File: config.mk
export PLATFORM = sky130hd
export DESIGN_NAME = primitive_assembly
export DESIGN_NICKNAME = d
export VERILOG_FILES = /design/src/rtl/primitive_assembly.sv
export SDC_FILE = /design/constraint.sdc
export NUM_CORES = 2
export LEC_CHECK = 0
export BUFFER_PORTS_ARGS = -buffer_cell sky130_fd_sc_hd__buf_2
export CAP_MARGIN = 30
export CORE_UTILIZATION = 30
export DETAILED_ROUTE_END_ITERATION = 8
export SYNTH_ARGS = -nofsm -noshare
export SYNTH_HDL_FRONTEND = slang
export SYNTH_SLANG_ARGS = --single-unit
File: constraint.sdc
create_clock -name clk -period 2 [get_ports clk]
set_input_delay 0.2 -clock clk [delete_from_list [all_inputs] [get_ports clk]]
set_output_delay 0.2 -clock clk [all_outputs]
set_load 0.05 [all_outputs]
File: src/rtl/primitive_assembly.sv
// Primitive assembly: groups an incoming vertex stream into triangles for
// list, strip and fan topologies, with a registered one-deep output stage.
module primitive_assembly #(
  parameter int ATTR_WIDTH       = 32,
  parameter int ATTRS_PER_VERTEX = 8,
  localparam int VW              = ATTR_WIDTH * ATTRS_PER_VERTEX
) (
  input  logic          clk,
  input  logic          rst_n,
  input  logic [1:0]    i_prim_mode,
  input  logic          i_restart,
  input  logic          i_vertex_valid,
  input  logic [VW-1:0] i_vertex_data,
  output logic          o_vertex_ready,
  output logic          o_tri_valid,
  output logic [VW-1:0] o_tri_v0,
  output logic [VW-1:0] o_tri_v1,
  output logic [VW-1:0] o_tri_v2,
  input  logic          i_tri_ready,
  output logic [31:0]   o_tri_count
);

  typedef enum logic [1:0] {
    EMPTY  = 2'd0,
    ONE    = 2'd1,
    PRIMED = 2'd2
  } state_t;

  state_t        state;
  logic [VW-1:0] slot_a;
  logic [VW-1:0] slot_b;
  logic          parity;

  logic          accept;
  logic          tri_done;
  logic          is_strip;
  logic          is_fan;

  // A vertex can enter whenever the output register is free or draining this
  // cycle; a restart pulse blocks intake so the discarded state is not mixed in.
  assign o_vertex_ready = (!o_tri_valid || i_tri_ready) && !i_restart;
  assign accept         = i_vertex_valid && o_vertex_ready;
  assign tri_done       = o_tri_valid && i_tri_ready;

  // Mode 11 is reserved and falls through to list behaviour.
  assign is_strip = (i_prim_mode == 2'b01);
  assign is_fan   = (i_prim_mode == 2'b10);

  // Assembly FSM, held slots and registered triangle output in one process so
  // a drain and a new emission on the same edge leave o_tri_valid high.
  always_ff @(posedge clk or negedge rst_n) begin
    if (!rst_n) begin
      state       <= EMPTY;
      slot_a      <= '0;
      slot_b      <= '0;
      parity      <= 1'b0;
      o_tri_valid <= 1'b0;
      o_tri_v0    <= '0;
      o_tri_v1    <= '0;
      o_tri_v2    <= '0;
      o_tri_count <= 32'd0;
    end else begin
      if (tri_done) begin
        o_tri_valid <= 1'b0;
        o_tri_count <= o_tri_count + 32'd1;
      end
      if (i_restart) begin
        state  <= EMPTY;
        parity <= 1'b0;
      end else if (accept) begin
        case (state)
          EMPTY: begin
            slot_a <= i_vertex_data;
            state  <= ONE;
          end
          ONE: begin
            slot_b <= i_vertex_data;
            state  <= PRIMED;
          end
          PRIMED: begin
            o_tri_valid <= 1'b1;
            o_tri_v2    <= i_vertex_data;
            if (is_strip) begin
              o_tri_v0 <= parity ? slot_b : slot_a;
              o_tri_v1 <= parity ? slot_a : slot_b;
              slot_a   <= slot_b;
              slot_b   <= i_vertex_data;
              parity   <= ~parity;
            end else if (is_fan) begin
              o_tri_v0 <= slot_a;
              o_tri_v1 <= slot_b;
              slot_b   <= i_vertex_data;
            end else begin
              o_tri_v0 <= slot_a;
              o_tri_v1 <= slot_b;
              state    <= EMPTY;
            end
          end
          default: state <= EMPTY;
        endcase
      end
    end
  end

endmodule

---- Word level (Yosys, flattened, before mapping) ----
Cells that the tools add are included.
operators by class
  equal/unequal tests ..................... 8
  multiplexer cells ....................... 22
  reduce and logical (&&, ||, !) cells .... 17
  $add $sub $neg .......................... 1
  bitwise operators ....................... 2
operator list
  kind                                            number
  two-way mux 256 bit                             7
  one-hot mux 256 bit (2 select lines)            2
  adder 32 x 1 -> 32 bit (second input constant)  1
  nonzero test 2 bit                              5
  inequality test 3 bit (second input constant)   3
  AND reduction 3 bit                             3
  two-way mux 1 bit                               8
  two-way mux 2 bit                               4
  AND reduction 4 bit                             2
  one-hot mux 2 bit (3 select lines)              1
  == test 2 x 1 -> 1 bit (second input constant)  2
  == test 2 bit (second input constant)           2
  logical AND 1 bit                               3
  zero test 1 bit                                 2
  zero test 2 bit                                 1
  inequality test 2 bit (second input constant)   1
  NOT 1 bit                                       2
  logical OR 1 bit                                1
word-level totals
  input bits .............................. 263
  flip-flop bits (word level) ............. 1,316
  output and inout bits ................... 802
  logic and storage cells ................. 59

---- Depth between registers and ports, before layout ----
  depth after elaboration ................. 6
  mapped depth ............................ 9
  mapped depth without buffers ............ 6

---- Least setup slack after synthesis ----
Ideal clock, no wire load.
  kind .................................... reg-to-reg
  start point ............................. register o_tri_valid
  end point ............................... register slot_b[215]
  path slack .............................. -0.002 ns
  setup time .............................. 0.125 ns
  period minus slack after synthesis ...... 2.002 ns
  data required time ...................... 1.875 ns
  path buffers ............................ 2
  data arrival time ....................... 1.877 ns
  cell stages (with the launch flop) ...... 7
  path through ............................ dfrtp_1 -> nor2b_1 -> nor3b_2 -> nand2_1 -> buf_2 -> buf_4 -> mux2_2
between the ends
  longest elaborated chain between the ends .. 5
RTL lines
  item                           RTL line  source
  from (decl)                    15        output logic o_tri_valid,
  from (signal assigned)         57        o_tri_valid <= 1'b0;
  from (signal assigned)         64        o_tri_valid <= 1'b0;
  from (signal assigned)         81        o_tri_valid <= 1'b1;
  zero test 1 bit                41        assign o_vertex_ready = (!o_tri_valid || i_tri_ready) && !i_restart;
  logical OR 1 bit               41
  logical AND 1 bit              41
  logical AND 1 bit              42        assign accept = i_vertex_valid && o_vertex_ready;
  AND reduction 4 bit (no line)  -
  to (signal assigned)           77        slot_b <= i_vertex_data;
  to (signal assigned)           87        slot_b <= i_vertex_data;
  to (signal assigned)           92        slot_b <= i_vertex_data;
  to (decl)                      31        logic [VW-1:0] slot_b;
No other way between the ends.
A chain may end at the register's enable or synchronous reset.

---- Worst setup path in the final report ----
  start point ............................. register o_tri_valid
  end point ............................... register o_tri_v1[64]
between the ends
  longest elaborated chain between the ends .. 5
RTL lines
  item                           RTL line  source
  zero test 1 bit                41
  logical OR 1 bit               41
  logical AND 1 bit              41
  logical AND 1 bit              42
  AND reduction 3 bit (no line)  -
  to (signal assigned)           85        o_tri_v1 <= parity ? slot_a : slot_b;
  to (signal assigned)           91        o_tri_v1 <= slot_b;
  to (signal assigned)           95        o_tri_v1 <= slot_b;
  to (decl)                      17        output logic [VW-1:0] o_tri_v1,
No other way between the ends.

==> out/qor.csv <==
stage,metric,value,unit
sta,maxSlewViolCount,0,
grt,grt_first_pass_wirelength,313000,um
setup_path,slowest_delay,400,ps
pwr,p_int,0.0593,W
final_layout,nFillCells,18188,
drt,viasPerCell,5.08,
pwr,swShare,42.8,%
yosys,ys_types,34,
final_layout,final_common_cell,nand2_1,
setup_path,cp-end-kind,register,
final_layout,regArea,0.0329,mm^2
drt,vias,50595,
setup_path,path_cells,nor2b_4 > nor4b_4 > buf_6 > buf_16 > buf_12 > nor2_1 > a31oi_1,
placement,dpl.hpwl,149000,um
final_layout,post-route-util,40.0,%
floorplan,die_area,0.189,mm^2
grt,grt_usage,21.3,%
drt,drt_pre_antenna_iters,6,
placement,port_buffers,1064,
sta,period_share,98.9,%
final_layout,syn_to_final_growth,32.1,%
sta,hold_viol_final,0,
clock_tree,htreeDepth,4,
yosys,ys_warn_count,0,
setup_path,arrival,2680,ps
drt,drt-initial-drc-count,4162,
final_layout,most-common-layout-cells,"nand2_1 (2314), dfrtp_1 (1315), buf_2 (1062), nor2_1 (514), a31oi_1 (512)",
yosys,synthFlopType,dfrtp_1,
yosys,yosysTopAreaCell,dfrtp_1,
run,maxCapViolCount,0,
pwr,powerDensity,1400,mW/mm^2
clock_tree,clock_latency,800,ps
sta,fin_crit,1980,ps
yosys,synthesis.nets,6283,
yosys,synth_area_per_cell,9.35,um^2
floorplan,std_cell_rows,158,
yosys,ys_ff_latch,1316,
clock_tree,cts_buffer_depth,3,
clock_tree,cts_tree,built,
pwr,clkPwrFrac,26.5,%
final_layout,finalInstanceArea,0.0743,mm^2
yosys,syn_inst,6017,
setup_path,startpoint_type,register,
setup_path,critical_path_class,register to register,
drt,wire_per_inst,20.9,um
yosys,synth_top_area_share,58.5,%
sta,fmaxAchievable,0.506,GHz
pwr,seqPwrFrac,39.2,%
placement,dpl_cell_area,0.0665,mm^2
grt,antenna_found_initial,9,
setup_path,crit_fanout,30,
yosys,syn_area,0.0563,mm^2
setup_path,required,2700,ps
sta,fin_worst_skew,23.2,ps
outcome,outcome,"complete, no violations",
sta,relSlewSlack,34.4,%
grt,gr-total-overflow,0,
drt,routed_wl,208000,um
sta,setup_viol,0,
sta,rsz0062_at_grt,true,
placement,place.gp.congestion,0.898,
setup_path,crit_path_top_delay_cell,dfrtp_2,
sta,worst_slew_pin_slew,984,ps
setup_path,ff2ff_setup_slack,20,ps
final_layout,drive_above_1_share,25.4,%
pwr,switchingPower,0.0444,W
pwr,combPwrFrac,34.3,%
pwr,ir_worst_vdd,931,uV
min_path,hold_class,input port to register,
final_layout,nets,7633,
drt,ant_nets,0,
final_layout,multi_input_area,0.0211,mm^2
clock_tree,cts.root.buffer_cell,clkbuf_16,
yosys,synthArstFlopShare,100,%
grt,grt_pass1_vias,49084,
floorplan,ioPinCount,1065,
yosys,synth.yosys.seq_area_share,58.5,%
grt,grt_max_degree,111,
floorplan,die_w,435,um
floorplan,coreArea,0.186,mm^2
clock_tree,cts_made_buffers,146,
yosys,synth_edf_count,0,
clock_tree,cts.sinks,1316,
floorplan,initial_core_util,30.3,%
yosys,yosys-top-cells-area,"dfrtp_1 (59%), nand2_1 (15%), a31oi_1 (5.7%)",
drt,drc_errors,0,
floorplan,die_y,435,um
pwr,leakage,35.9,nW
clock_tree,path_clk_slew,60,ps
layer usage:
layer | global-route usage [%] | vias up | wire length (um)
li1 | - | 23040 | -
met1 | 26.2 | 25227 | 83300
met2 | 35.0 | 1868 | 100000
met3 | 4.35 | 460 | 13200
met4 | 11.4 | 0 | 11900
met5 | 0 | - | 0
final cells by class:
| cell class | instances | share of cell area, % |
|---|---|---|
| inverters | 3 | 0.0151 |
| flip-flops and latches | 1316 | 44.3 |
| clock buffers | 211 | 5.64 |
| well taps | 2480 | 4.17 |
| clock inverters | 49 | 0.820 |
| diodes | 5 | 0.0168 |
| multi-input cells | 4213 | 28.3 |
| repair buffers | 1687 | 16.7 |
synth_stat cells (all sizes together), types with 4 or more instances:
library cell,count
nand2,2316
dfrtp,1316
nor2,517
a31oi,512
a21oi,259
clkbuf,259
mux2,257
a41oi,256
buf,226
xnor2,27
nand4,15
nand3,11
and3,9
xor2,5
and4,4
state kept, by name, summed over array words and instances (netlist names):
name	cells
o_tri_count	32
o_tri_v0	256
o_tri_v1	256
o_tri_v2	256
o_tri_valid	1
parity	1
slot_a	256
slot_b	256
state	2
power groups by stage:
stage	clock network (W)	logic (W)	registers [W]
2_1_floorplan	0	0.00865	0.0553
3_3_place_gp	0	0.0347	0.0406
3_5_place_dp	0	0.0352	0.0408
4_1_cts	0.0280	0.0357	0.0405
5_1_grt	0.0290	0.0376	0.0415
6_report	0.0275	0.0356	0.0407
final timing paths:
| path | from | to | cells past startpoint |
|---|---|---|---|
| worst min-delay path | i_vertex_data[157] | o_tri_v2[157]$_DFFE_PN0P_ | 4 |
| worst min register to register | o_tri_count[31]$_DFFE_PN0P_ | o_tri_count[31]$_DFFE_PN0P_ | 1 |
| max in group asynchronous | rst_n | slot_b[141]$_DFFE_PN0P_ | 3 |
| worst max register to register | o_tri_valid$_DFF_PN0_ | o_tri_v1[64]$_DFFE_PN0P_ | 7 |
| min in group asynchronous | rst_n | o_tri_v1[109]$_DFFE_PN0P_ | 3 |
| worst max-delay path | o_tri_valid$_DFF_PN0_ | o_tri_v1[64]$_DFFE_PN0P_ | 7 |
kinds of logic (layout without fill, tap and decap cells):
family,after synthesis,after routing,share of synthesized area [%]
simple gates,2890,2890,19.5
flops,1316,1316,58.5
compound gates,1031,1031,12.0
buf+inv,488,1950,4.20
mux,257,257,5.14
xor+xnor,32,32,0.498
fa+ha+maj,3,3,0.0667
other cells,0,5,0
repair_timing:
item	in CTS	in global routing
hold buffers	263	0
endpoints found under the setup margin	386	228
resized for setup	6	30
endpoints found under the hold margin	2093	0
setup buffers	0	4
gates cloned	0	9
worst max-delay path, delay by kind of cell (launching register included):
family	cells	cell delay [ps]
AO/OA/AOI/OAI	1	150
buffers and inverters	3	670
flip-flops	1	400
AND/OR/NAND/NOR	3	580
stage by stage:
stage / total power, W / hold slack, ps / instances / worst slack, ps / TNS, ps
global route: 0.108 / 144 / 9964 / -87.1 / -3710
global placement: 0.0753 / 135 / 9423 / -36.5 / -2270
finish: 0.104 / 164 / 9964 / 22.1 / 0
floorplan: 0.0639 / -95.6 / 6017 / 55.5 / 0
detailed placement: 0.0760 / 132 / 9423 / -75.0 / -4550
CTS: 0.104 / 78.5 / 9946 / 4.20 / 0
Power figures use the tool's default switching activity.
